`config.mk`:
```
export PLATFORM = sky130hd
export DESIGN_NAME = gcd_feeder_flat
export DESIGN_NICKNAME = d
export VERILOG_FILES = /design/src/rtl/gcd_pkg.sv /design/src/rtl/gcd_feeder_if.sv /design/src/rtl/gcd_pair_fifo.sv /design/src/rtl/gcd_feeder.sv /design/src/flat_wrapper.sv
export SDC_FILE = /design/constraint.sdc
export NUM_CORES = 1
export LEC_CHECK = 0
export ABC_AREA = 1
export BUFFER_PORTS_ARGS = -buffer_cell sky130_fd_sc_hd__buf_4
export CORE_AREA = 2 2 141 143
export CTS_CLUSTER_DIAMETER = 150
export CTS_CLUSTER_SIZE = 20
export DETAILED_ROUTE_END_ITERATION = 10
export DIE_AREA = 0 0 143 145
export GPL_TIMING_DRIVEN = 0
export PLACE_DENSITY = 0.76
export SETUP_SLACK_MARGIN = 0.5
export SLEW_MARGIN = 0
export SYNTH_ARGS = -nofsm -noshare
export SYNTH_HDL_FRONTEND = slang
export SYNTH_SLANG_ARGS = --single-unit
```
`constraint.sdc`:
```
create_clock -name clk -period 3.9 [get_ports clk]
set_input_delay 0.195 -clock clk [delete_from_list [all_inputs] [get_ports clk]]
set_output_delay 0.195 -clock clk [all_outputs]
set_load 0.01 [all_outputs]
```
`src/rtl/gcd_pkg.sv`:
```
// Shared types and default sizing for the GCD feeder and its FIFO.
package gcd_pkg;

    localparam int DEF_WIDTH   = 16;
    localparam int DEF_DEPTH   = 4;
    localparam int DEF_TIMEOUT = 1024;

    typedef enum logic [2:0] {
        IDLE,
        START,
        LDA,
        LDB,
        WAIT,
        EMIT
    } state_t;

endpackage

```
`src/rtl/gcd_feeder_if.sv`:
```
// Operand input, GCD core and result output bundle; master is the feeder side.
interface gcd_feeder_if
    import gcd_pkg::*;
#(
    parameter int WIDTH = DEF_WIDTH
);

    logic             in_valid;
    logic             in_ready;
    logic [WIDTH-1:0] in_a;
    logic [WIDTH-1:0] in_b;
    logic             gcd_start;
    logic [WIDTH-1:0] gcd_data;
    logic             gcd_done;
    logic [WIDTH-1:0] gcd_result;
    logic             out_valid;
    logic             out_ready;
    logic [WIDTH-1:0] out_a;
    logic [WIDTH-1:0] out_b;
    logic [WIDTH-1:0] out_gcd;
    logic             out_err;
    logic             busy;

    modport master (
        input  in_valid, in_a, in_b, gcd_done, gcd_result, out_ready,
        output in_ready, gcd_start, gcd_data, out_valid, out_a, out_b, out_gcd, out_err, busy
    );

    modport slave (
        output in_valid, in_a, in_b, gcd_done, gcd_result, out_ready,
        input  in_ready, gcd_start, gcd_data, out_valid, out_a, out_b, out_gcd, out_err, busy
    );

endinterface

```
`src/rtl/gcd_pair_fifo.sv`:
```
// Operand-pair FIFO with registered storage; read data is the head entry, zero latency.
// Push while full is accepted only together with a pop in the same cycle.
module gcd_pair_fifo
    import gcd_pkg::*;
#(
    parameter int DW    = 2 * DEF_WIDTH,
    parameter int DEPTH = DEF_DEPTH
) (
    input  logic                       clk,
    input  logic                       rst,
    input  logic                       push,
    input  logic [DW-1:0]              wdata,
    input  logic                       pop,
    output logic [DW-1:0]              rdata,
    output logic                       full,
    output logic                       empty,
    output logic [$clog2(DEPTH):0]     count
);

    localparam int AW = $clog2(DEPTH);

    logic [DW-1:0] mem [DEPTH];
    logic [AW-1:0] wr_ptr;
    logic [AW-1:0] rd_ptr;
    logic          do_push;
    logic          do_pop;

    assign full    = (count == (AW + 1)'(DEPTH));
    assign empty   = (count == '0);
    assign do_pop  = pop & ~empty;
    assign do_push = push & (~full | do_pop);
    assign rdata   = mem[rd_ptr];

    always_ff @(posedge clk) begin
        if (do_push) begin
            mem[wr_ptr] <= wdata;
        end
    end

    // Pointers wrap naturally because DEPTH is a power of two.
    always_ff @(posedge clk or posedge rst) begin
        if (rst) begin
            wr_ptr <= '0;
            rd_ptr <= '0;
            count  <= '0;
        end else begin
            if (do_push) begin
                wr_ptr <= wr_ptr + 1'b1;
            end
            if (do_pop) begin
                rd_ptr <= rd_ptr + 1'b1;
            end
            case ({do_push, do_pop})
                2'b10:   count <= count + 1'b1;
                2'b01:   count <= count - 1'b1;
                default: count <= count;
            endcase
        end
    end

endmodule

```
`src/rtl/gcd_feeder.sv`:
```
// Sequences buffered operand pairs through the GCD core; result 2 cycles after pop (bypass) or after done.
// Holds the result until accepted, no pop while held. Optional watchdog: GCD_FEEDER_TIMEOUT_EN.
module gcd_feeder
    import gcd_pkg::*;
#(
    parameter int WIDTH   = DEF_WIDTH,
    parameter int DEPTH   = DEF_DEPTH,
    parameter int TIMEOUT = DEF_TIMEOUT
) (
    input  logic          clk,
    input  logic          rst,
    gcd_feeder_if.master  bus
);

    localparam int PW = 2 * WIDTH;
    localparam int CW = $clog2(DEPTH) + 1;

    if (DEPTH < 2 || (DEPTH & (DEPTH - 1)) != 0 || TIMEOUT < 1) begin : g_bad_cfg
        $error("gcd_feeder: DEPTH must be a power of two >= 2 and TIMEOUT >= 1");
    end

    state_t           state;
    state_t           state_nxt;
    logic             push;
    logic             pop;
    logic             full;
    logic             empty;
    logic [CW-1:0]    count;
    logic [PW-1:0]    head;
    logic [WIDTH-1:0] head_a;
    logic [WIDTH-1:0] head_b;
    logic             head_zero;
    logic [WIDTH-1:0] cur_a;
    logic [WIDTH-1:0] cur_b;
    logic [WIDTH-1:0] res_q;
    logic             out_vld_q;
    logic [WIDTH-1:0] out_a_q;
    logic [WIDTH-1:0] out_b_q;
    logic [WIDTH-1:0] out_gcd_q;
    logic             wd_fire;

    assign bus.in_ready = ~full;
    assign push         = bus.in_valid & ~full;
    assign head_a       = head[PW-1:WIDTH];
    assign head_b       = head[WIDTH-1:0];
    assign head_zero    = (head_a == '0) | (head_b == '0);

    gcd_pair_fifo #(
        .DW    (PW),
        .DEPTH (DEPTH)
    ) u_fifo (
        .clk   (clk),
        .rst   (rst),
        .push  (push),
        .wdata ({bus.in_a, bus.in_b}),
        .pop   (pop),
        .rdata (head),
        .full  (full),
        .empty (empty),
        .count (count)
    );

    always_ff @(posedge clk or posedge rst) begin
        if (rst) begin
            state <= IDLE;
        end else begin
            state <= state_nxt;
        end
    end

    always_comb begin
        state_nxt = state;
        case (state)
            IDLE:    if (pop) state_nxt = head_zero ? EMIT : START;
            START:   state_nxt = LDA;
            LDA:     state_nxt = LDB;
            LDB:     state_nxt = WAIT;
            WAIT:    if (bus.gcd_done || wd_fire) state_nxt = EMIT;
            EMIT:    state_nxt = IDLE;
            default: state_nxt = IDLE;
        endcase
    end

    // done is only trusted in WAIT; earlier it may be the previous run's level.
    always_comb begin
        pop           = 1'b0;
        bus.gcd_start = 1'b0;
        bus.gcd_data  = '0;
        case (state)
            IDLE:      pop = ~empty & ~out_vld_q;
            START: begin
                bus.gcd_start = 1'b1;
                bus.gcd_data  = cur_a;
            end
            LDA:       bus.gcd_data = cur_a;
            LDB, WAIT: bus.gcd_data = cur_b;
            default:   ;
        endcase
    end

`ifdef GCD_FEEDER_TIMEOUT_EN
    localparam int TW = $clog2(TIMEOUT + 1);
    localparam logic [TW-1:0] WD_LAST = TW'(TIMEOUT - 1);

    logic [TW-1:0] wd_cnt;
    logic          err_q;
    logic          out_err_q;

    // Fires in the WAIT cycle that brings the count up to TIMEOUT.
    assign wd_fire     = (state == WAIT) & ~bus.gcd_done & (wd_cnt == WD_LAST);
    assign bus.out_err = out_err_q;

    always_ff @(posedge clk or posedge rst) begin
        if (rst) begin
            wd_cnt    <= '0;
            err_q     <= 1'b0;
            out_err_q <= 1'b0;
        end else begin
            if (state == LDB) begin
                wd_cnt <= '0;
            end else if (state == WAIT) begin
                wd_cnt <= wd_cnt + 1'b1;
            end
            if (pop) begin
                err_q <= 1'b0;
            end else if (wd_fire) begin
                err_q <= 1'b1;
            end
            if (state == EMIT) begin
                out_err_q <= err_q;
            end
        end
    end
`else
    assign wd_fire     = 1'b0;
    assign bus.out_err = 1'b0;
`endif

    // Bypass result a|b is preloaded on pop; WAIT overwrites it for real core runs.
    always_ff @(posedge clk or posedge rst) begin
        if (rst) begin
            cur_a     <= '0;
            cur_b     <= '0;
            res_q     <= '0;
            out_vld_q <= 1'b0;
            out_a_q   <= '0;
            out_b_q   <= '0;
            out_gcd_q <= '0;
        end else begin
            if (pop) begin
                cur_a <= head_a;
                cur_b <= head_b;
                res_q <= head_a | head_b;
            end
            if (state == WAIT) begin
                if (bus.gcd_done) begin
                    res_q <= bus.gcd_result;
                end else if (wd_fire) begin
                    res_q <= '0;
                end
            end
            if (state == EMIT) begin
                out_vld_q <= 1'b1;
                out_a_q   <= cur_a;
                out_b_q   <= cur_b;
                out_gcd_q <= res_q;
            end else if (out_vld_q && bus.out_ready) begin
                out_vld_q <= 1'b0;
            end
        end
    end

    assign bus.out_valid = out_vld_q;
    assign bus.out_a     = out_a_q;
    assign bus.out_b     = out_b_q;
    assign bus.out_gcd   = out_gcd_q;
    assign bus.busy      = (state != IDLE) | (count != '0);

endmodule

```
`src/flat_wrapper.sv`:
```
// flat-port wrapper written by rule: the top's interface ports become plain ports
module gcd_feeder_flat import gcd_pkg::*;
#(
    parameter int WIDTH   = DEF_WIDTH,
    parameter int DEPTH   = DEF_DEPTH,
    parameter int TIMEOUT = DEF_TIMEOUT
)
  (clk, rst, bus_in_valid, bus_in_a, bus_in_b, bus_gcd_done, bus_gcd_result, bus_out_ready, bus_in_ready, bus_gcd_start, bus_gcd_data, bus_out_valid, bus_out_a, bus_out_b, bus_out_gcd, bus_out_err, bus_busy);
  gcd_feeder_if #(.WIDTH(WIDTH)) bus_i ();
  input  logic clk;
  input  logic rst;
  input wire logic [$bits(bus_i.in_valid)-1:0] bus_in_valid;
  input wire logic [$bits(bus_i.in_a)-1:0] bus_in_a;
  input wire logic [$bits(bus_i.in_b)-1:0] bus_in_b;
  input wire logic [$bits(bus_i.gcd_done)-1:0] bus_gcd_done;
  input wire logic [$bits(bus_i.gcd_result)-1:0] bus_gcd_result;
  input wire logic [$bits(bus_i.out_ready)-1:0] bus_out_ready;
  output wire logic [$bits(bus_i.in_ready)-1:0] bus_in_ready;
  output wire logic [$bits(bus_i.gcd_start)-1:0] bus_gcd_start;
  output wire logic [$bits(bus_i.gcd_data)-1:0] bus_gcd_data;
  output wire logic [$bits(bus_i.out_valid)-1:0] bus_out_valid;
  output wire logic [$bits(bus_i.out_a)-1:0] bus_out_a;
  output wire logic [$bits(bus_i.out_b)-1:0] bus_out_b;
  output wire logic [$bits(bus_i.out_gcd)-1:0] bus_out_gcd;
  output wire logic [$bits(bus_i.out_err)-1:0] bus_out_err;
  output wire logic [$bits(bus_i.busy)-1:0] bus_busy;
  assign bus_i.in_valid = bus_in_valid;
  assign bus_i.in_a = bus_in_a;
  assign bus_i.in_b = bus_in_b;
  assign bus_i.gcd_done = bus_gcd_done;
  assign bus_i.gcd_result = bus_gcd_result;
  assign bus_i.out_ready = bus_out_ready;
  assign bus_in_ready = bus_i.in_ready;
  assign bus_gcd_start = bus_i.gcd_start;
  assign bus_gcd_data = bus_i.gcd_data;
  assign bus_out_valid = bus_i.out_valid;
  assign bus_out_a = bus_i.out_a;
  assign bus_out_b = bus_i.out_b;
  assign bus_out_gcd = bus_i.out_gcd;
  assign bus_out_err = bus_i.out_err;
  assign bus_busy = bus_i.busy;
  gcd_feeder #(.WIDTH(WIDTH), .DEPTH(DEPTH), .TIMEOUT(TIMEOUT)) u_core (.clk(clk), .rst(rst), .bus(bus_i));
endmodule
```
==> impl_metrics.csv <==
group,metric,value,unit
outcome,status,"complete, no violations",
cells_and_area,final_layout_size_suffix_gt1_frac,0.197,
placement,placed_cells,1232,
placement,pre_cts_slack,1260,ps
synthesis,ys_types,27,
floorplanning,core_area,19200,sq um
clock_tree,cts.sink_count,235,
worst_setup_path,cp_top_family,"buffers and inverters",
cells_and_area,nFillCells,1563,
synthesis,ys_top_cells_by_area,"edfxtp_1 (41%), dfrtp_1 (28%), nand2_1 (9.3%)",
sta,fin_worst_skew,15.0,ps
drt,num_vias,6820,
drt,drt_wl_total,23500,um
sta,tightest_slew,604,ps
clock_tree,cts_buffers,15,
floorplanning,initial_utilization,0.492,
drt,firstDrtPassIters,5,
placement,hpwl,16900,um
sta,max_slew_margin,0.596,
synthesis,netlist_area,9450,sq um
drt,remaining_drc_errors,0,
sta,hold_slack,4.07,ps
clock_tree,h-tree-depth,1,
run,drv_cap,0,
global_routing,antenna_found_initial,0,
worst_setup_path,endpoint_kind,"flip-flop",
clock_tree,clockBufferDepth,3,
worst_setup_path,cpPeakStageDelay,440,ps
worst_setup_path,start_kind,"flip-flop",
clock_tree,cts_tree,"yes",
sta,fin_crit,2680,ps
cells_and_area,final_cell_count_no_fill,1292,
floorplanning,die_h,145,um
synthesis,yosys.area.top_type_share,0.407,
global_routing,grt_usage,0.227,
worst_setup_path,crit_arrival,3040,ps
global_routing,grt_pass1_vias,6492,
sta,post-route-period-util,0.687,
synthesis,synth-seq-cells,235,
cells_and_area,antenna_cells,0,
floorplanning,die_w,143,um
floorplanning,dieArea,20700,sq um
global_routing,grt_first_pass_wirelength,36100,um
global_routing,grt-ovfl-total,0,
synthesis,syn_inst,842,
power_and_ir_drop,leakage,5.03,nW
synthesis,synth-edff-count,128,
worst_setup_path,crit_path_frequent_cell,"inv_2",
synthesis,synthTopCellsByCount,"nand2_1 (233), edfxtp_1 (128), dfrtp_1 (107)",
clock_tree,path_clk_slew,80,ps
global_routing,grt_max_degree,62,
placement,gp_congestion,0.828,
clock_tree,root_buffer,"clkbuf_16",
cells_and_area,syn_to_final_growth,23.1,%
synthesis,ys_seq_area_frac,0.690,
drt,drt_iter0_drc,654,
cells_and_area,fin_nets,1080,
sta,slew_viol_final,0,
drt,antenna_left,0,
sta,rsz0062_at_grt,"no",
synthesis,avgSynthCellArea,11.2,sq um
synthesis,synth_top_cell_by_area,"edfxtp_1",
floorplanning,rows,51,
drt,routed_via_density,5.28,
synthesis,synthArstFlopShare,0.455,
worst_setup_path,cp_max_fo,10,
worst_setup_path,path_cells,"inv_2 -> nand2_2 -> nor2_4 -> nand3_4 -> inv_2 -> buf_6 -> buf_2 -> ha_1 -> inv_1 -> fa_1 -> a21oi_1 -> o21ai_0 -> xor2_1",
sta,hold_viol,0,
worst_setup_path,path_class,"reg -> reg",
synthesis,ys.flop_type,"edfxtp_1",
power_and_ir_drop,cellPowerDensity,810,nW/um^2
worst_setup_path,crit_buf_inv,5,
sta,fin_setup_tns,0,ps
synthesis,yosysWarnings,0,
worst_setup_path,critPathRequiredTime,4260,ps
cells_and_area,fin_util,0.605,
sta,postLayoutSetupSlackWorst,1220,ps
floorplanning,ios,122,
drt,wl_per_cell,18.2,um
clock_tree,cts_setup_buffers,0,
synthesis,synth_most_common_cell,"nand2_1",
clock_tree,clk_latency,490,ps
synthesis,synth_fp_nets,901,
worst_setup_path,slowest_stage,"dfrtp_1",
sta,fmax,373,MHz
sta,finalSetupViolations,0,
hold_path,hold_class,"in -> reg",
placement,port_buffers,120,
power_and_ir_drop,vdd_drop_max,0.329,mV
## sequential cells by signal (all words and copies together) (netlist names), 2 cells and up
name	flops
u_core.u_fifo.rd_ptr	2
u_core.u_fifo.mem	128
u_core.bus.out_a	16
u_core.state	3
u_core.u_fifo.count	3
u_core.cur_a	16
u_core.bus.out_gcd	16
u_core.cur_b	16
u_core.res_q	16
u_core.bus.out_b	16
u_core.u_fifo.wr_ptr	2
## area by class of cell
cell class | instances | area (sq um) | area share
flip-flops and latches | 235 | 6520 | 0.561
multi-input cells | 503 | 2500 | 0.215
repair buffers | 162 | 1410 | 0.121
clock buffers | 22 | 402 | 0.0345
well taps | 265 | 332 | 0.0285
inverters | 61 | 231 | 0.0199
plain buffers | 43 | 229 | 0.0197
clock inverters | 1 | 6.26 | 0.000538
## layer usage
metal,wire length (um),up-vias,global-route usage
met4,658,0,0.0723
li1,-,3229,-
met1,9690,3283,0.321
met5,0,-,0
met2,11400,268,0.365
met3,1750,40,0.0327
## report_power, final
group	internal [mW]	leakage [nW]	switching [mW]
sequential	3.48	2.49	0.347
combinational	1.56	2.34	2.54
clock	0.719	0.198	0.777
total	5.76	5.03	3.66
## logic make-up after synthesis
family          count (synthesis)  synth area share
simple gates                  375             0.167
flops                         235             0.690
buf+inv                       104            0.0485
compound gates                101            0.0620
mux                            16            0.0191
fa+ha+maj                       6           0.00874
xor+xnor                        4           0.00371
other cells                     1          0.000397
## tightest hold or removal path, stage by stage
cell	delay, ps
buf_4	120
nor2_1	90
a41oi_1	50
## through the flow
| step | instance area [sq um] | total power, mW |
|---|---|---|
| floorplan | 9450 | 6.20 |
| global placement | 10700 | 7.70 |
| detailed placement | 10800 | 7.92 |
| CTS | 11600 | 9.44 |
| global route | 11600 | 10.0 |
| finish | 11600 | 9.42 |
## worst paths after layout
path	from	depth (start not counted)	to	slack, ps
max	u_core.state[0]	13	u_core.u_fifo.count[2]	1220
min	bus_gcd_result[10]	3	u_core.res_q[10]	4
max reg2reg	u_core.state[0]	13	u_core.u_fifo.count[2]	1220
min reg2reg	u_core.u_fifo.count[0]	1	u_core.u_fifo.count[0]	490
max in group asynchronous	rst	4	u_core.u_fifo.wr_ptr[0]	2860
min in group asynchronous	rst	3	u_core.bus.out_a[2]	340
## repair_timing
action / in CTS / in global routing
resized for setup: 0 / 0
hold buffers: 37 / 0
hold endpoints to repair: 178 / 0
## placed cells by master (no fill, tap or decap), drive strengths merged
master,instances
ha,5
xnor2,1
conb,1
inv,62
buf,156
o22ai,16
nand4,6
o21ai,67
xor2,3
a21oi,2
fa,1
clkbuf,34
a41oi,16
nand2,234
nand3,102
dlygate4sd3,37
mux2,16
nor3,2
dfrtp,107
edfxtp,128
nor2,31
No activity file was read; power rests on OpenSTA's default activity.
